`config.mk`:
```
export PLATFORM = sky130hd
export DESIGN_NAME = cu_issue_sched_flat
export DESIGN_NICKNAME = d
export VERILOG_FILES = /design/src/rtl/cu_pkg.sv /design/src/rtl/cu_issue_sched_if.sv /design/src/rtl/cu_wb_pipe.sv /design/src/rtl/cu_issue_sched.sv /design/src/flat_wrapper.sv
export SDC_FILE = /design/constraint.sdc
export NUM_CORES = 1
export LEC_CHECK = 0
export ABC_AREA = 1
export CAP_MARGIN = 20
export CORE_MARGIN = 5
export CORE_UTILIZATION = 57
export CTS_CLUSTER_SIZE = 12
export DETAILED_ROUTE_END_ITERATION = 8
export GPL_TIMING_DRIVEN = 0
export PLACE_DENSITY = 0.79
export SLEW_MARGIN = 25
export SYNTH_ARGS = -nofsm -noshare
export SYNTH_HDL_FRONTEND = slang
export SYNTH_HIERARCHICAL = 1
export SYNTH_SLANG_ARGS = --single-unit
```
`constraint.sdc`:
```
create_clock -name clk -period 2.9 [get_ports clk]
set_input_delay 0.58 -clock clk [delete_from_list [all_inputs] [get_ports clk]]
set_output_delay 0.58 -clock clk [all_outputs]
set_load 0.005 [all_outputs]
```
`src/rtl/cu_pkg.sv`:
```
// Shared types and helpers for the compute-unit issue scheduler.
// The reservation entry is sized by the package constants, which are also the top-level defaults.
package cu_pkg;

  localparam int CU_AW      = 4;
  localparam int CU_NFU     = 3;
  localparam int CU_MAX_LAT = 4;
  localparam int CU_LAT_W   = 3;

  typedef struct packed {
    logic              vld;
    logic [CU_NFU-1:0] fu;
    logic [CU_AW-1:0]  wadd;
  } cu_rsv_t;

  // A zero latency still needs one cycle; anything beyond the pipe depth is clamped.
  function automatic logic [CU_LAT_W-1:0] lat_clamp(input logic [CU_LAT_W-1:0] lat);
    if (lat == '0) return CU_LAT_W'(1);
    if (lat > CU_LAT_W'(CU_MAX_LAT)) return CU_LAT_W'(CU_MAX_LAT);
    return lat;
  endfunction

  function automatic logic is_onehot(input logic [CU_NFU-1:0] v);
    return (v != '0) && ((v & (v - CU_NFU'(1))) == '0);
  endfunction

endpackage

```
`src/rtl/cu_issue_sched_if.sv`:
```
// PS-side instruction handshake plus crossbar/functional-unit control bundle.
interface cu_issue_sched_if #(
  parameter int ADDRESS_WIDTH = 4,
  parameter int NUM_FU        = 3,
  parameter int LAT_W         = 3
);
  logic                     ps_cu_vld;
  logic [NUM_FU-1:0]        ps_cu_fu;
  logic [LAT_W-1:0]         ps_cu_lat;
  logic [ADDRESS_WIDTH-1:0] ps_cu_raddx;
  logic [ADDRESS_WIDTH-1:0] ps_cu_raddy;
  logic [ADDRESS_WIDTH-1:0] ps_cu_wadd;
  logic                     ps_cu_flush;

  logic                     cu_ps_rdy;
  logic                     cu_ps_err;
  logic                     cu_ps_busy;
  logic [NUM_FU-1:0]        cu_fu_en;
  logic [ADDRESS_WIDTH-1:0] cu_xb_raddx;
  logic [ADDRESS_WIDTH-1:0] cu_xb_raddy;
  logic [NUM_FU-1:0]        cu_xb_w_cuEn;
  logic [ADDRESS_WIDTH-1:0] cu_xb_wadd;

  modport master (
    output ps_cu_vld, ps_cu_fu, ps_cu_lat, ps_cu_raddx, ps_cu_raddy, ps_cu_wadd, ps_cu_flush,
    input  cu_ps_rdy, cu_ps_err, cu_ps_busy, cu_fu_en, cu_xb_raddx, cu_xb_raddy,
           cu_xb_w_cuEn, cu_xb_wadd
  );

  modport slave (
    input  ps_cu_vld, ps_cu_fu, ps_cu_lat, ps_cu_raddx, ps_cu_raddy, ps_cu_wadd, ps_cu_flush,
    output cu_ps_rdy, cu_ps_err, cu_ps_busy, cu_fu_en, cu_xb_raddx, cu_xb_raddy,
           cu_xb_w_cuEn, cu_xb_wadd
  );
endinterface

```
`src/rtl/cu_wb_pipe.sv`:
```
// Shifting writeback reservation pipe: slot 0 is the registered writeback, slots 1..MAX_LAT are future cycles.
// Insert and query indices refer to slot positions after this cycle's shift.
module cu_wb_pipe
  import cu_pkg::*;
#(
  parameter int MAX_LAT = CU_MAX_LAT,
  parameter int LAT_W   = CU_LAT_W
) (
  input  logic             clk,
  input  logic             rst_n,
  input  logic             flush_i,
  input  logic             ins_i,
  input  logic [LAT_W-1:0] ins_idx_i,
  input  cu_rsv_t          ins_ent_i,
  input  logic [LAT_W-1:0] qry_idx_i,
  output logic             qry_busy_o,
  output cu_rsv_t          wb_o
);

  cu_rsv_t [MAX_LAT:0] slot_q, slot_d;
  logic    [MAX_LAT:0] rsv_nxt;

  // Occupancy each slot will have after the shift; the top slot always frees up.
  for (genvar g = 0; g < MAX_LAT; g++) begin : g_nxt
    assign rsv_nxt[g] = slot_q[g+1].vld;
  end
  assign rsv_nxt[MAX_LAT] = 1'b0;

  assign qry_busy_o = rsv_nxt[qry_idx_i];

  always_comb begin
    for (int i = 0; i < MAX_LAT; i++) slot_d[i] = slot_q[i+1];
    slot_d[MAX_LAT] = '0;
    if (ins_i) slot_d[ins_idx_i] = ins_ent_i;
  end

  always_ff @(posedge clk or negedge rst_n) begin
    if (!rst_n)       slot_q <= '0;
    else if (flush_i) slot_q <= '0;
    else              slot_q <= slot_d;
  end

  assign wb_o = slot_q[0];

endmodule

```
`src/rtl/cu_issue_sched.sv`:
```
// Compute-unit issue/writeback scheduler: scoreboard hazard check, unit enable pulse,
// and single-slot register-file writeback reservation across NUM_FU variable-latency units.
module cu_issue_sched
  import cu_pkg::*;
#(
  parameter int ADDRESS_WIDTH = CU_AW,
  parameter int NUM_FU        = CU_NFU,
  parameter int MAX_LAT       = CU_MAX_LAT,
  parameter int LAT_W         = CU_LAT_W
) (
  input logic             clk,
  input logic             rst_n,
  cu_issue_sched_if.slave ifc
);

  localparam int DEPTH = 1 << ADDRESS_WIDTH;

  logic [DEPTH-1:0]         pend_q, pend_d;
  logic                     busy_q, err_q;
  logic [NUM_FU-1:0]        fu_en_q;
  logic [ADDRESS_WIDTH-1:0] raddx_q, raddy_q;

  logic [LAT_W-1:0] leff;
  logic             slot_busy, hazard, rdy, fu_ok, malformed, issue;
  cu_rsv_t          ins_ent, wb;

  assign leff      = lat_clamp(ifc.ps_cu_lat);
  // No bypass: a register writing back this cycle is still pending.
  assign hazard    = pend_q[ifc.ps_cu_raddx] | pend_q[ifc.ps_cu_raddy] |
                     pend_q[ifc.ps_cu_wadd]  | slot_busy;
  assign rdy       = ifc.ps_cu_vld & ~hazard & ~ifc.ps_cu_flush & rst_n;
  assign fu_ok     = is_onehot(ifc.ps_cu_fu);
  assign malformed = (ifc.ps_cu_fu != '0) & ~fu_ok;
  assign issue     = rdy & fu_ok;
  assign ins_ent   = '{vld: 1'b1, fu: ifc.ps_cu_fu, wadd: ifc.ps_cu_wadd};

  cu_wb_pipe #(
    .MAX_LAT (MAX_LAT),
    .LAT_W   (LAT_W)
  ) u_wb_pipe (
    .clk        (clk),
    .rst_n      (rst_n),
    .flush_i    (ifc.ps_cu_flush),
    .ins_i      (issue),
    .ins_idx_i  (leff),
    .ins_ent_i  (ins_ent),
    .qry_idx_i  (leff),
    .qry_busy_o (slot_busy),
    .wb_o       (wb)
  );

  // Set after clear so a new owner of the same register wins over a stale writeback.
  always_comb begin
    pend_d = pend_q;
    if (wb.vld) pend_d[wb.wadd] = 1'b0;
    if (issue)  pend_d[ifc.ps_cu_wadd] = 1'b1;
    if (ifc.ps_cu_flush) pend_d = '0;
  end

  always_ff @(posedge clk or negedge rst_n) begin
    if (!rst_n) begin
      pend_q  <= '0;
      busy_q  <= 1'b0;
      err_q   <= 1'b0;
      fu_en_q <= '0;
      raddx_q <= '0;
      raddy_q <= '0;
    end else begin
      pend_q  <= pend_d;
      busy_q  <= |pend_d;
      err_q   <= rdy & malformed;
      fu_en_q <= issue ? ifc.ps_cu_fu : '0;
      if (issue) begin
        raddx_q <= ifc.ps_cu_raddx;
        raddy_q <= ifc.ps_cu_raddy;
      end
    end
  end

  assign ifc.cu_ps_rdy    = rdy;
  assign ifc.cu_ps_err    = err_q;
  assign ifc.cu_ps_busy   = busy_q;
  assign ifc.cu_fu_en     = fu_en_q;
  assign ifc.cu_xb_raddx  = raddx_q;
  assign ifc.cu_xb_raddy  = raddy_q;
  assign ifc.cu_xb_w_cuEn = wb.fu;
  assign ifc.cu_xb_wadd   = wb.wadd;

endmodule

```
`src/flat_wrapper.sv`:
```
// flat-port wrapper written by rule: the top's interface ports become plain ports
module cu_issue_sched_flat import cu_pkg::*;
#(
  parameter int ADDRESS_WIDTH = CU_AW,
  parameter int NUM_FU        = CU_NFU,
  parameter int MAX_LAT       = CU_MAX_LAT,
  parameter int LAT_W         = CU_LAT_W
)
  (clk, rst_n, ifc_ps_cu_vld, ifc_ps_cu_fu, ifc_ps_cu_lat, ifc_ps_cu_raddx, ifc_ps_cu_raddy, ifc_ps_cu_wadd, ifc_ps_cu_flush, ifc_cu_ps_rdy, ifc_cu_ps_err, ifc_cu_ps_busy, ifc_cu_fu_en, ifc_cu_xb_raddx, ifc_cu_xb_raddy, ifc_cu_xb_w_cuEn, ifc_cu_xb_wadd);
  cu_issue_sched_if #(.ADDRESS_WIDTH(ADDRESS_WIDTH), .NUM_FU(NUM_FU), .LAT_W(LAT_W)) ifc_i ();
  input logic clk;
  input logic rst_n;
  input wire logic [$bits(ifc_i.ps_cu_vld)-1:0] ifc_ps_cu_vld;
  input wire logic [$bits(ifc_i.ps_cu_fu)-1:0] ifc_ps_cu_fu;
  input wire logic [$bits(ifc_i.ps_cu_lat)-1:0] ifc_ps_cu_lat;
  input wire logic [$bits(ifc_i.ps_cu_raddx)-1:0] ifc_ps_cu_raddx;
  input wire logic [$bits(ifc_i.ps_cu_raddy)-1:0] ifc_ps_cu_raddy;
  input wire logic [$bits(ifc_i.ps_cu_wadd)-1:0] ifc_ps_cu_wadd;
  input wire logic [$bits(ifc_i.ps_cu_flush)-1:0] ifc_ps_cu_flush;
  output wire logic [$bits(ifc_i.cu_ps_rdy)-1:0] ifc_cu_ps_rdy;
  output wire logic [$bits(ifc_i.cu_ps_err)-1:0] ifc_cu_ps_err;
  output wire logic [$bits(ifc_i.cu_ps_busy)-1:0] ifc_cu_ps_busy;
  output wire logic [$bits(ifc_i.cu_fu_en)-1:0] ifc_cu_fu_en;
  output wire logic [$bits(ifc_i.cu_xb_raddx)-1:0] ifc_cu_xb_raddx;
  output wire logic [$bits(ifc_i.cu_xb_raddy)-1:0] ifc_cu_xb_raddy;
  output wire logic [$bits(ifc_i.cu_xb_w_cuEn)-1:0] ifc_cu_xb_w_cuEn;
  output wire logic [$bits(ifc_i.cu_xb_wadd)-1:0] ifc_cu_xb_wadd;
  assign ifc_i.ps_cu_vld = ifc_ps_cu_vld;
  assign ifc_i.ps_cu_fu = ifc_ps_cu_fu;
  assign ifc_i.ps_cu_lat = ifc_ps_cu_lat;
  assign ifc_i.ps_cu_raddx = ifc_ps_cu_raddx;
  assign ifc_i.ps_cu_raddy = ifc_ps_cu_raddy;
  assign ifc_i.ps_cu_wadd = ifc_ps_cu_wadd;
  assign ifc_i.ps_cu_flush = ifc_ps_cu_flush;
  assign ifc_cu_ps_rdy = ifc_i.cu_ps_rdy;
  assign ifc_cu_ps_err = ifc_i.cu_ps_err;
  assign ifc_cu_ps_busy = ifc_i.cu_ps_busy;
  assign ifc_cu_fu_en = ifc_i.cu_fu_en;
  assign ifc_cu_xb_raddx = ifc_i.cu_xb_raddx;
  assign ifc_cu_xb_raddy = ifc_i.cu_xb_raddy;
  assign ifc_cu_xb_w_cuEn = ifc_i.cu_xb_w_cuEn;
  assign ifc_cu_xb_wadd = ifc_i.cu_xb_wadd;
  cu_issue_sched #(.ADDRESS_WIDTH(ADDRESS_WIDTH), .NUM_FU(NUM_FU), .MAX_LAT(MAX_LAT), .LAT_W(LAT_W)) u_core (.clk(clk), .rst_n(rst_n), .ifc(ifc_i));
endmodule
```
* Word-level counts from Yosys, hierarchy flattened
Cells that the tools add are included.
Storage, ports and cells: flip-flop bits (word level) 69, bits of input ports 22, output and inout port bits 21, word-level logic and storage cells 83
Cells by class: add/subtract/negate cells 1, $lt $le $gt $ge 9, mux-type cells 28, bitwise gates (word level) 16, reduce and logical (&&, ||, !) cells 8
Operators with widths (number):
- two-way mux 40 bit | 2
- two-way mux 16 bit | 3
- bitwise mux 40 bit | 1
- demux 8 bit (select 3 bit) | 1
- < comparator 4 x 5 -> 1 bit (second input constant) | 4
- bitwise AND 16 bit | 1
- NOT 16 bit | 1
- OR 16 bit | 1
- OR reduction 16 bit | 1
- two-way mux 3 bit | 5
- binary-select mux 1 bit (select 4 bit) | 3
- two-way mux 1 bit | 9
- demux 1 bit (select 4 bit) | 2
- greater-or-equal comparator 4 x 1 -> 1 bit (second input constant) | 2
- two-way mux 8 bit | 1
- bitwise AND 1 bit | 6
- zero test 3 bit | 2
- logical AND 1 bit | 4
- < comparator 3 x 4 -> 1 bit (second input constant) | 1
- bitwise AND 3 bit | 1
- binary-select mux 1 bit (select 3 bit) | 1
- greater-or-equal comparator 3 x 1 -> 1 bit (second input constant) | 1
- > comparator 3 bit (second input constant) | 1
- NOT 1 bit | 3
- other kinds (3) | 5

* Longest topological paths before layout
depth after elaboration 16, depth in mapped cells 20

* By module
Netlist, hierarchy kept.
By module, submodules not included:
- cu_issue_sched | times used 1, cells each 366, area an instance 2348.5 µm²
- cu_wb_pipe | times used 1, cells each 230, area an instance 1848.0 µm²

* Least setup slack after synthesis
OpenSTA, ideal clock, no wires.
kind input to register, from in ifc_ps_cu_lat[1], to reg u_core/u_wb_pipe/slot_q[30] (netlist name), library setup time 0.117 ns, arrival time 2.872 ns, data required time 2.783 ns, slack -0.089 ns, stages on the path 19, cells stage by stage inv_1 > nor2_1 > nor2_1 > nand2_1 > nand3_1 > a21oi_1 > nor3_1 > nand3_2 > nor2_8 > nand3_4 > buf_6 > buf_2 > inv_1 > nand2_2 > nor2_4 > buf_6 > nand2_1 > nand2_1 > nor2_1
Between the ends: cells in the longest elaborated chain, start to end 15, elaborated cells between the ends (all ways) 24
RTL lines:
- start: declaration | line flat_wrapper.sv:15 | input wire logic [$bits(ifc_i.ps_cu_lat)-1:0] ifc_ps_cu_lat;
- > comparator 3 bit | line cu_pkg.sv:19 | if (lat > CU_LAT_W'(CU_MAX_LAT)) return CU_LAT_W'(CU_MAX_LAT);
- two-way mux 1 bit (2 in series) | line cu_pkg.sv:19
- two-way mux 3 bit | line cu_pkg.sv:20 | return lat;
- two-way mux 3 bit * | line cu_pkg.sv:19
- named net u_core.leff[0] | line cu_issue_sched.sv:23 | logic [LAT_W-1:0] leff;
- binary-select mux 1 bit (select 3 bit) * | line cu_wb_pipe.sv:29 | assign qry_busy_o = rsv_nxt[qry_idx_i];
- two-way mux 1 bit (not written as such) * | line cu_wb_pipe.sv:29
- named net u_core.slot_busy | line cu_issue_sched.sv:24 | logic slot_busy, hazard, rdy, fu_ok, malformed, issue;
- OR 1 bit * | line cu_issue_sched.sv:30 | pend_q[ifc.ps_cu_wadd] | slot_busy;
- NOT 1 bit * | line cu_issue_sched.sv:31 | assign rdy = ifc.ps_cu_vld & ~hazard & ~ifc.ps_cu_flush & rst_n;
- bitwise AND 1 bit * (3 in series) | line cu_issue_sched.sv:31
- bitwise AND 1 bit * | line cu_issue_sched.sv:34 | assign issue = rdy & fu_ok;
- named net u_core.issue | line cu_issue_sched.sv:24
- two-way mux 40 bit * | line cu_wb_pipe.sv:34 | if (ins_i) slot_d[ins_idx_i] = ins_ent_i;
- two-way mux 40 bit * | line cu_wb_pipe.sv:39 | else if (flush_i) slot_q <= '0;
- end signal: assignment | line cu_wb_pipe.sv:40 | else slot_q <= slot_d;
- end: declaration | line cu_wb_pipe.sv:20 | cu_rsv_t [MAX_LAT:0] slot_q, slot_d;
The timed path passes the listed nets; every way through them passes the cells marked *. The select of a mux whose other input is x is not followed. A chain may end at the register's enable or synchronous reset.

* Final worst setup path
from in ifc_ps_cu_wadd[1], to reg u_core/u_wb_pipe/slot_q[19] (netlist name)
Between the ends: cells in the longest elaborated chain, start to end 11
RTL lines:
- start: declaration | line flat_wrapper.sv:18 | input wire logic [$bits(ifc_i.ps_cu_wadd)-1:0] ifc_ps_cu_wadd;
- binary-select mux 1 bit (select 4 bit) | line cu_issue_sched.sv:30
- two-way mux 1 bit (not written as such) | line cu_issue_sched.sv:30
- OR 1 bit | line cu_issue_sched.sv:29 | assign hazard = pend_q[ifc.ps_cu_raddx] | pend_q[ifc.ps_cu_raddy] |
- OR 1 bit | line cu_issue_sched.sv:30
- NOT 1 bit | line cu_issue_sched.sv:31
- bitwise AND 1 bit (3 in series) | line cu_issue_sched.sv:31
- bitwise AND 1 bit | line cu_issue_sched.sv:34
- named net u_core.issue | line cu_issue_sched.sv:24
- two-way mux 40 bit | line cu_wb_pipe.sv:34
- two-way mux 40 bit | line cu_wb_pipe.sv:39
The timed path passes the listed nets, and every way through them passes these cells. The select of a mux whose other input is x is not followed.

==> flow_metrics.env <==
export IMPL_vdd_drop_max_v=0.000304
export IMPL_wl_per_cell_um=15.7
export IMPL_crit_arrival_ns=3.07
export IMPL_worst_slew_pin_slew_ns=0.508
export IMPL_gp_congestion=0.971
export IMPL_postCtsHoldBufs=0
export IMPL_drt_wl_total_um=12100
export IMPL_nNetsFinal=692
export IMPL_syn_area_per_cell_sq_um=7.04
export IMPL_crit_fanout=13
export IMPL_cts_max_path_buffers=2
export IMPL_p_leak_nw=2.81
export IMPL_numCtsBuffers=9
export IMPL_drv_cap=0
export IMPL_area_delta_synth_final_pct=25.0
export IMPL_ys_flop_type="dfrtp_1"
export IMPL_r2r_end="u_core/u_wb_pipe/slot_q[19]$_DFF_PN0_"
export IMPL_min_period_over_period_pct=97.2
export IMPL_initial_core_util_pct=58.2
export IMPL_cts_sinks=69
export IMPL_grt_overflow=0
export IMPL_antenna_found_initial=0
export IMPL_grt_pass1_vias=3850
export IMPL_crit_family="buffers and inverters"
export IMPL_syn_nets=618
export IMPL_max_freq_mhz=355
export IMPL_setup_violations=0
export IMPL_ys_ff_latch=69
export IMPL_drive_gt1_share_pct=19.0
export IMPL_path_class="in -> reg"
export IMPL_post_place_ws_ns=-0.958
export IMPL_cts_root_buf="clkbuf_8"
export IMPL_yosysTopAreaCell="dfrtp_1"
export IMPL_grt_max_degree=48
export IMPL_clk_latency_ns=0.35
export IMPL_route_detailed_drc=0
export IMPL_drv_slew=0
export IMPL_dieArea_sq_mm=0.00918
export IMPL_worstRegToRegCells=17
export IMPL_finalHoldViolCount=0
export IMPL_relSlewSlack_pct=65.7
export IMPL_drt_first_pass_iters=5
export IMPL_fin_area_sq_mm=0.00525
export IMPL_num_rows=31
export IMPL_synth_seq_area_share_pct=41.1
export IMPL_final_setup_worst_slack_ns=0.0809
export IMPL_port_buffers=40
export IMPL_hp_class="in -> async"
export IMPL_die_height_um=95.8
export IMPL_startpoint_type="input port"
export IMPL_cts_tree="yes"
export IMPL_crit_chain="clkdlybuf4s50_1, buf_6, nor2_4, inv_2, nor2_1, nor2_1, nand2_1, nand2_1, nand2_2, nor2_8, buf_6, nand3_4, buf_12, inv_4, inv_2, nor2_4, buf_2, nand3_1, nand2_1, nor2_1"
export IMPL_ff2ff_setup_slack_ns=0.42
export IMPL_via_per_inst=5.39
export IMPL_synth_edf_count=0
export IMPL_power_density_mw_per_mm2=456
export IMPL_max_stage_delay_ns=0.51
export IMPL_cp_num_buf_inv=8
export IMPL_die_width_um=95.8
export IMPL_required_ns=3.15
export IMPL_fp_coreArea_sq_mm=0.00721
export IMPL_fin_crit_ns=2.82
export IMPL_io_pins=43
export IMPL_dpl_hpwl_um=8420
export IMPL_diodes=0
export IMPL_skew_ns=0.00825
export IMPL_synth_top_area_share_pct=41.1
export IMPL_drt_iter0_drc=357
export IMPL_postPlaceCellArea_sq_mm=0.00475
export IMPL_clkTransAtPathRegs_ns=0.08
export IMPL_track_usage_pct=27.3
export IMPL_status="finished, final reports clean"
export IMPL_async_flop_share_pct=100
export IMPL_fill_cells=587
export IMPL_grt_pass1_wl_um=18900
export IMPL_end_kind="register"
export IMPL_ys_types=29
export IMPL_yosysWarnings=6
export IMPL_antenna_left=0
export IMPL_syn_cell_area_sq_mm=0.00420
export IMPL_reg2reg_from="u_core/pend_q[7]$_DFF_PN0_"
export IMPL_synth_area_leaders="dfrtp_1 41%, nand2_1 12%, nor2_1 8.2%, nand3_1 8.0%, inv_1 7.7%"
export IMPL_cts_htree_levels=3
export IMPL_vias=4173
export IMPL_postSynthCellCount=596
export IMPL_cp_slowest_cell="clkdlybuf4s50_1"
-- metrics by stage --
step                      instances  power [mW]  util, %  hold slack [ns]  TNS [ns]
after floorplan                 596        1.26        -            0.284         0
after global placement          735        1.45     65.5            0.449   -223.63
after detailed placement        736        1.46     65.9            0.465    -34.86
after CTS                       762        2.39     70.7            0.128         0
after global routing            774        2.49     72.7            0.151   -0.0778
final                           774        2.39     72.7            0.124         0
-- power by group --
group / switching, mW / internal (mW) / leakage, nW
logic: 0.252 / 0.193 / 1.74
registers: 0.0235 / 1.01 / 0.953
clock network: 0.420 / 0.496 / 0.115
-- area by class of cell --
| cell class | count | area, sq um | share of cell area [%] |
|---|---|---|---|
| multi-input combinational | 392 | 1930 | 36.8 |
| sequential | 69 | 1730 | 32.9 |
| timing repair buffer | 64 | 609 | 11.6 |
| inverter | 107 | 414 | 7.89 |
| buffer | 27 | 214 | 4.08 |
| clock buffer | 9 | 124 | 2.36 |
| tap | 99 | 124 | 2.36 |
| clock inverter | 7 | 104 | 1.98 |
-- how the worst max path moves through the flow --
| stage | from | to | slack (ns) | cells after the start |
|---|---|---|---|---|
| final | ifc_ps_cu_wadd[1] | u_core/u_wb_pipe/slot_q[19]$_DFF_PN0_ | 0.08 | 20 |
| after global routing | ifc_ps_cu_wadd[1] | u_core/u_wb_pipe/slot_q[19]$_DFF_PN0_ | -0.04 | 20 |
| after CTS | ifc_ps_cu_lat[1] | u_core/u_wb_pipe/wb_o[0]$_DFF_PN0_ | 0.008 | 21 |
| after global placement | rst_n | u_core/u_wb_pipe/wb_o[6]$_DFF_PN0_ | -2.66 | 15 |
| after floorplan | ifc_ps_cu_lat[1] | u_core/u_wb_pipe/slot_q[16]$_DFF_PN0_ | 0.01 | 19 |
| after detailed placement | ifc_ps_cu_lat[1] | u_core/u_wb_pipe/slot_q[21]$_DFF_PN0_ | -0.96 | 20 |
-- cells in the final DEF (no fill, tap or decap), types with 2 or more instances in the layout --
| cell | netlist | routed |
|---|---|---|
| dlymetal6s2s_1 | 0 | 3 |
| a21oi_1 | 21 | 20 |
| clkdlybuf4s50_1 | 0 | 33 |
| buf_6 | 7 | 10 |
| buf_2 | 6 | 5 |
| a31oi_1 | 8 | 8 |
| inv_6 | 1 | 4 |
| dlygate4sd2_1 | 0 | 2 |
| nand2_4 | 0 | 2 |
| o21ai_1 | 8 | 8 |
| nand2_1 | 129 | 126 |
| nand3_2 | 6 | 7 |
| inv_1 | 86 | 81 |
| buf_4 | 10 | 31 |
| nand3_1 | 67 | 65 |
| clkinv_4 | 0 | 2 |
| inv_2 | 16 | 21 |
| nor2_4 | 6 | 11 |
| bufinv_16 | 0 | 2 |
| inv_4 | 2 | 3 |
| dfrtp_1 | 69 | 69 |
| nor2_8 | 2 | 2 |
| nand3_4 | 1 | 2 |
| o21a_1 | 3 | 3 |
| clkbuf_8 | 0 | 9 |
| nor3_1 | 10 | 9 |
| clkbuf_1 | 5 | 4 |
| nand4_1 | 18 | 18 |
| nand2_2 | 9 | 10 |
| a21oi_2 | 1 | 2 |
| o21ai_0 | 6 | 6 |
| nor2_1 | 92 | 89 |
-- cell usage after synthesis (7+ instances only) --
| master | instances |
|---|---|
| a21oi_1 | 21 |
| a31oi_1 | 8 |
| buf_4 | 10 |
| buf_6 | 7 |
| dfrtp_1 | 69 |
| inv_1 | 86 |
| inv_2 | 16 |
| nand2_1 | 129 |
| nand2_2 | 9 |
| nand3_1 | 67 |
| nand4_1 | 18 |
| nor2_1 | 92 |
| nor3_1 | 10 |
| o21ai_1 | 8 |
-- registers in the layout, summed over array words and instances (netlist names) --
| name | count |
|---|---|
| u_core/ifc.cu_ps_busy | 1 |
| u_core/ifc.cu_xb_raddx | 4 |
| u_core/u_wb_pipe/slot_q | 28 |
| u_core/u_wb_pipe/rsv_nxt | 4 |
| u_core/ifc.cu_ps_err | 1 |
| u_core/pend_q | 16 |
| u_core/u_wb_pipe/wb_o | 8 |
| u_core/ifc.cu_fu_en | 3 |
| u_core/ifc.cu_xb_raddy | 4 |
-- worst register-to-register path, delay by kind of cell (launching register included) --
family                 cells  cell delay, ns
and+or+nand+nor           10            1.05
buffers and inverters      6            0.88
DFF                        1            0.36
AOI/OAI and AO/OA          1            0.09
-- routing by layer --
metal  vias to the layer above  wire (um)  track usage, %
li1                       1996          -               -
met1                      1927       5210            38.7
met2                       228       5660            42.4
met3                        22       1100            4.53
met4                         0        158            9.48
met5                         -          0               0
-- logic make-up after synthesis --
kind of cell	after synthesis	share of synthesized area, %
flip-flops	69	41.1
AO/OA/AOI/OAI	48	6.29
buffers and inverters	135	14.6
other	1	0.0894
AND/OR/NAND/NOR	343	37.8
-- repair_timing --
item                       CTS  global route
setup endpoints to repair   41            42
pin swaps                   11            14
setup buffers               11            11
gates cloned                 0             1
resized for setup           22            18
Power figures use the tool's default switching activity.
==> RTL edit 1, RTL diff (same flow settings) <==
`CU_LAT_W`: 3 -> 6.
--- a/src/rtl/cu_pkg.sv
+++ b/src/rtl/cu_pkg.sv
@@ -6,5 +6,5 @@
   localparam int CU_NFU     = 3;
   localparam int CU_MAX_LAT = 4;
-  localparam int CU_LAT_W   = 3;
+  localparam int CU_LAT_W   = 6;
 
   typedef struct packed {
Ports: changed (resized ifc_ps_cu_lat); port bits go from 43 to 46. No check against the original RTL was run, so the function may have changed too.
==> RTL edit 1 against the original RTL <==
  * Critical path depth is 2 higher
  * Non-clock buffer count is 7 lower
  * Via count is 4.3% higher
  * Global-route usage is 1.3 points higher
  * Sequential cell count stayed put
  * Setup slack worse by 150 ps
  * Power is 5.1% lower
  * The run now ends with setup timing left
  * Area after synthesis is 1.6% higher
  * Routed wire length is 2.3% higher
  * Clock power is 12% lower
  * Final area is 2.1% higher
  * First-iteration DRC count is 20% lower
==> RTL edit 1: results (changes against the original RTL) <==
Clocking
  • # H-tree levels: 3 (unchanged)
  • TritonCTS Buffers: 9 (unchanged)
  • Post-CTS sizing: 42 (was 22)
  • Clock latency on the worst-skew pair: 360 ps
  • Reg clk slew, reported paths: 80 ps (about the same)
  • CTS sink count: 69 (unchanged)
  • Setup bufs post-CTS: 13 (was 11)
  • Deepest clock path buffer count: 2 (unchanged)
  • Root Buffer: clkbuf_8 (unchanged)

Timing
  • Endpoints failing setup: 24 (was 0)
  • Layout Skew: 14.0 ps (was 8.25 ps)
  • Worst setup margin: -70.6 ps (was 80.9 ps)

Global route
  • First-pass GRT wire length: 20100 µm (was 18900 µm)
  • Aggregate global-route resource usage: 28.6% (was 27.3%)
  • Largest net degree at the start of global routing: 37 (was 48)
  • Vias in the first global route: 4083 (was 3850)
  • Antenna violations before repair: 0 (unchanged)

Detailed routing
  • Initial DRC count: 285 (was 357)
  • WL per Instance: 15.7 µm (about the same)
  • Vias/cell: 5.49 (was 5.39)

Layout
  • Ant diodes: 0 (unchanged)
  • Fill cell count: 583 (was 587)
  • Finished Core Util: 73.9% (was 72.7%)
  • Share of cells above drive strength 1: 18.5% (was 19.0%)
  • Final Net Count: 713 (was 692)
  • Number of flip-flops in the largest register: 28 (unchanged)
  • Largest Register: u_core/u_wb_pipe/slot_q (unchanged)

Placement
  • Placed cell area: 4910 µm² (was 4750 µm²)
  • Dpl hpwl: 8710 µm (was 8420 µm)
  • Port bufs: 43 (was 40)
  • Pre-CTS WS: -1160 ps (was -958 ps)
  • Routability cong.: 0.966 (was 0.971)

Worst setup path
  • FF-to-FF path depth: 17 (unchanged)
  • FF-to-FF setup slack: 480 ps (was 420 ps)
  • Crit path max fanout: 8 (was 13)
  • Worst r2r src: u_core/pend_q[7] (unchanged)
  • Arrival time at the worst endpoint: 3250 ps (was 3070 ps)
  • Crit path largest cell delay: 580 ps (was 510 ps)
  • FF-to-FF End: u_core/u_wb_pipe/slot_q[17] (was u_core/u_wb_pipe/slot_q[19])
  • Max stage delay cell, worst path: or4_4 (was clkdlybuf4s50_1)

Synth
  • Sequential element share of the synthesized area: 40.5% (was 41.1%)
  • Most frequent cells after synthesis: 134 x nand2_1, 107 x nor2_1, 93 x inv_1 (was 129 x nand2_1, 92 x nor2_1, 86 x inv_1)
  • Distinct cells, synth: 30 (was 29)
  • Synth warn: 6 (unchanged)
  • Area contributors post-synth: dfrtp_1 40%, nand2_1 12%, nor2_1 9.4% (was dfrtp_1 41%, nand2_1 12%, nor2_1 8.2%)
  • Dominant synthesized flop cell: dfrtp_1 (unchanged)

Power and ir drop
  • Peak supply drop: 0.288 mV (was 0.304 mV)
  • Leakage: 0.00278 µW (was 0.00281 µW)

Worst hold path
  • Hold Crit Class: in2async (unchanged)

Status
  • Status: complete, but fails checks (was complete, no violations)
  • Violated checks: setup timing
==> RTL edit 1: through the flow <==
step | instances | TNS [ps] | hold WS [ps] | power (µW)
2_1_floorplan | 619 | -11220 | 284 | 1260
3_3_place_gp | 761 | -231430 | 448 | 1450
3_5_place_dp | 762 | -57770 | 456 | 1460
4_1_cts | 790 | -1570 | 180 | 2270
5_1_grt | 792 | -4450 | 205 | 2370
6_report | 792 | -901 | 174 | 2270
==> RTL edit 1: metal layers <==
metal / global-route usage [%] / vias to the layer above / wire, µm / share of wire [%]
met5: 0 / - / 0 / 0
met4: 11.9 / 0 / 312 / 2.5
met3: 5.19 / 32 / 1260 / 10
met2: 42.5 / 251 / 5510 / 44
met1: 41.1 / 2014 / 5310 / 43
li1: - / 2055 / - / -
==> RTL edit 1: critical path, delay by kind of cell <==
| kind | cells | cell delay (ps) |
|---|---|---|
| and+or+nand+nor | 14 | 1950 |
| buffers and inverters | 7 | 630 |
| AOI/OAI and AO/OA | 1 | 70 |
==> RTL edit 1: how the worst max path moves through the flow <==
| stage | from | to | slack [ps] | depth (start not counted) |
|---|---|---|---|---|
| finish | ifc_ps_cu_lat[5] | u_core/u_wb_pipe/slot_q[17] | -70 | 22 |
| global route | ifc_ps_cu_lat[5] | u_core/u_wb_pipe/slot_q[17] | -190 | 22 |
| CTS | ifc_ps_cu_lat[5] | ifc_cu_ps_rdy | -100 | 15 |
| detailed placement | ifc_ps_cu_lat[2] | u_core/u_wb_pipe/wb_o[6] | -1160 | 21 |
| global placement | rst_n | ifc_cu_ps_rdy | -2590 | 9 |
| floorplan | ifc_ps_cu_lat[2] | u_core/u_wb_pipe/rsv_nxt[1] | -290 | 20 |
==> RTL edit 1: where the power goes <==
group | leakage [µW] | internal (µW) | total (µW) | switching (µW)
Combinational | 0.00173 | 188 | 430 | 242
Sequential | 0.000952 | 1010 | 1030 | 22.6
Clock | 0.0000935 | 405 | 810 | 405
Total | 0.00278 | 1600 | 2270 | 670
==> RTL edit 1: area by class of cell <==
class                           count  area [µm²]  share of cell area, %
Sequential cell                    69        1730                   32.2
Clock inverter                      6        71.3                   1.33
Tap cell                           99         124                   2.31
Clock buffer                       10         128                   2.38
Inverter                          102         410                   7.66
Timing Repair Buffer               58         567                   10.6
Buffer                             26         206                   3.85
Multi-Input combinational cell    422        2130                   39.7
==> RTL edit 1: cell families (layout without fill, tap and decap cells) <==
group	count (synthesis)	in the layout	share of synthesized area, %
flip-flops	69	69	40.5
buffers and inverters	128	202	13.6
AND/OR/NAND/NOR	366	366	39.4
AO/OA/AOI/OAI	49	49	6.31
other	2	7	0.176
==> RTL edit 2, RTL diff (same flow settings) <==
Without the edit above. Make the reset (`rst_n`) synchronous in 2 clocked blocks.
--- a/src/rtl/cu_wb_pipe.sv
+++ b/src/rtl/cu_wb_pipe.sv
@@ -35,5 +35,5 @@
   end
 
-  always_ff @(posedge clk or negedge rst_n) begin
+  always_ff @(posedge clk) begin
     if (!rst_n)       slot_q <= '0;
     else if (flush_i) slot_q <= '0;
--- a/src/rtl/cu_issue_sched.sv
+++ b/src/rtl/cu_issue_sched.sv
@@ -58,5 +58,5 @@
   end
 
-  always_ff @(posedge clk or negedge rst_n) begin
+  always_ff @(posedge clk) begin
     if (!rst_n) begin
       pend_q  <= '0;
Function: differs if rst_n is asserted again (counterexample within 4 cycles, from zero or initial values and one cycle with rst_n low); with rst_n held inactive, the same outputs for 4 cycles.
==> RTL edit 2 against the original RTL <==
  * Final area is 13% lower
  * Die area decreased by 10%
  * Sequential cell count is the same
  * Area after synthesis shrank 11%
  * Routed wire length shrank 18%
  * Setup slack worse by 2.4 ps
  * Power down 15%
  * Maximum frequency hardly changed
  * Largest cell class unchanged
  * Highest routed layer unchanged
==> RTL edit 2: results (changes against the original RTL) <==
Worst setup path
  • Arrival time at the worst endpoint: 2240 ps (was 3070 ps)
  • FF-to-FF End: u_core/u_wb_pipe/slot_q[20] (was u_core/u_wb_pipe/slot_q[19])
  • FF-to-FF setup slack: 520 ps (was 420 ps)
  • Crit path max fanout: 4 (was 13)
  • FF-to-FF path depth: 16 (was 17)
  • Worst r2r src: u_core/u_wb_pipe/rsv_nxt[1] (was u_core/pend_q[7])
  • CP endpoint: ifc_cu_ps_rdy (was u_core/u_wb_pipe/slot_q[19])
  • Worst setup path start: ifc_ps_cu_lat[1] (was ifc_ps_cu_wadd[1])

Layout
  • Final Net Count: 669 (was 692)
  • Ant diodes: 0 (unchanged)
  • Number of flip-flops in the largest register: 28 (unchanged)
  • Largest Register: u_core/u_wb_pipe/slot_q (unchanged)
  • Share of cells above drive strength 1: 12.4% (was 19.0%)

Synth
  • Distinct cells, synth: 25 (was 29)
  • Area contributors post-synth: dfxtp_1 37%, nand2_1 14%, nor2_1 13% (was dfrtp_1 41%, nand2_1 12%, nor2_1 8.2%)
  • Sequential element share of the synthesized area: 37.1% (was 41.1%)
  • Synth Cell Area: 3720 µm² (was 4200 µm²)
  • Most frequent cells after synthesis: 139 x nand2_1, 131 x nor2_1, 81 x inv_1 (was 129 x nand2_1, 92 x nor2_1, 86 x inv_1)
  • Dominant synthesized flop cell: dfxtp_1 (was dfrtp_1)
  • Synth warn: 6 (unchanged)
  • Async SR Flop Fraction: 0% (was 100%)
  • Post-synth net total: 608 (was 618)

Clocking
  • Deepest clock path buffer count: 2 (unchanged)
  • TritonCTS Buffers: 9 (unchanged)
  • Clock latency on the worst-skew pair: approximately 340 ps
  • Reg clk slew, reported paths: ~70 ps
  • Root Buffer: clkbuf_8 (unchanged)
  • # H-tree levels: 3 (unchanged)

Global route
  • Largest net degree at the start of global routing: 13 (was 48)
  • GR Util met3: 7.92% (was 4.53%)
  • First-pass GRT wire length: 15800 µm (was 18900 µm)
  • M1 GR Usage: 33.7% (was 38.7%)
  • Vias in the first global route: 3189 (was 3850)
  • Aggregate global-route resource usage: 23.7% (was 27.3%)
  • Antenna violations before repair: 0 (unchanged)
  • Met2 GRT Util: 34.4% (was 42.4%)

Detailed routing
  • Drt total wl: 9980 µm (was 12100 µm)
  • Initial DRC count: 329 (was 357)
  • Routed via count: 3759 (was 4173)
  • First-pass DRT Iterations: 5 (unchanged)

Power and ir drop
  • P_sw: 513 µW (was 695 µW)
  • Peak supply drop: 0.400 mV (was 0.304 mV)
  • Leakage: 0.00213 µW (was 0.00281 µW)

Placement
  • Placed cell area: 4220 µm² (was 4750 µm²)
  • Dpl hpwl: 7320 µm (was 8420 µm)
  • Port bufs: 40 (unchanged)
  • Routability cong.: 0.893 (was 0.971)

Worst hold path
  • Hold Crit Class: reg2reg (was in2async)

Status
  • Status: complete, no violations (unchanged)

Timing
  • Worst Tran Pin Value: 660 ps (was 508 ps)
  • Layout Skew: 7.52 ps (was 8.25 ps)
-- RTL edit 2: final cells by class --
class / instances / area (µm²)
plain buffers: 24 / 184
repair buffers: 50 / 473
well taps: 77 / 96.3
fillers: 517 / 1800
clock buffers: 9 / 124
multi-input cells: 407 / 1880
inverters: 86 / 323
flip-flops and latches: 69 / 1380
clock inverters: 6 / 88.8
-- RTL edit 2: per-stage QoR --
stage / setup TNS, ps / std cells / worst slack [ps]
floorplan: 0 / 586 / 35.5
detailed placement: -34090 / 703 / -817
CTS: 0 / 722 / 9.30
global placement: -29640 / 703 / -740
finish: 0 / 728 / 78.5
global route: -4.58 / 728 / -4.58
-- RTL edit 2: worst min-delay path by stage --
stage	startpoint	endpoint	slack [ps]	depth (start not counted)
after floorplan	u_core/u_wb_pipe/slot_q[18]	u_core/u_wb_pipe/slot_q[10]	420	2
after global placement	u_core/u_wb_pipe/slot_q[10]	u_core/u_wb_pipe/wb_o[2]	430	2
after detailed placement	u_core/u_wb_pipe/slot_q[8]	u_core/u_wb_pipe/wb_o[0]	430	2
after CTS	u_core/u_wb_pipe/slot_q[11]	u_core/u_wb_pipe/wb_o[3]	440	2
after global routing	u_core/u_wb_pipe/slot_q[21]	u_core/u_wb_pipe/slot_q[13]	460	2
final	u_core/u_wb_pipe/slot_q[11]	u_core/u_wb_pipe/wb_o[3]	440	2
-- RTL edit 2: what timing repair did --
item	4_1_cts	5_1_grt
buffers inserted	4	6
endpoints found under the setup margin	41	40
pin swaps	7	8
gates resized for setup	19	4
endpoints found under the hold margin	0	0
-- RTL edit 2: worst max-delay path, stage by stage --
cell and delay [ps]:
dlygate4sd2_1 240, inv_2 90, nor2_4 50, nor2_4 110, nand2_1 80, nand3_2 80, a21oi_2 60, nor4_2 310
nand3_2 160, nor2_8 140, nand2_4 90, inv_2 50, clkdlybuf4s15_2 190
-- RTL edit 2: cell families after synthesis --
family | synth area share, %
and+or+nand+nor | 43.6
DFF | 37.1
AOI/OAI and AO/OA | 5.69
other | 0.101
buffers and inverters | 13.5
-- RTL edit 2: power groups by stage --
stage	clock (µW)	sequential, µW	combinational [µW]
after floorplan	0	975	137
after global placement	0	975	213
after detailed placement	0	975	215
after CTS	850	953	224
after global routing	886	953	259
final	839	953	237
-- RTL edit 2: routing by layer --
layer	wire, µm	up-vias
li1	-	1928
met1	4590	1666
met2	4300	153
met3	989	12
met4	93	0
met5	0	-
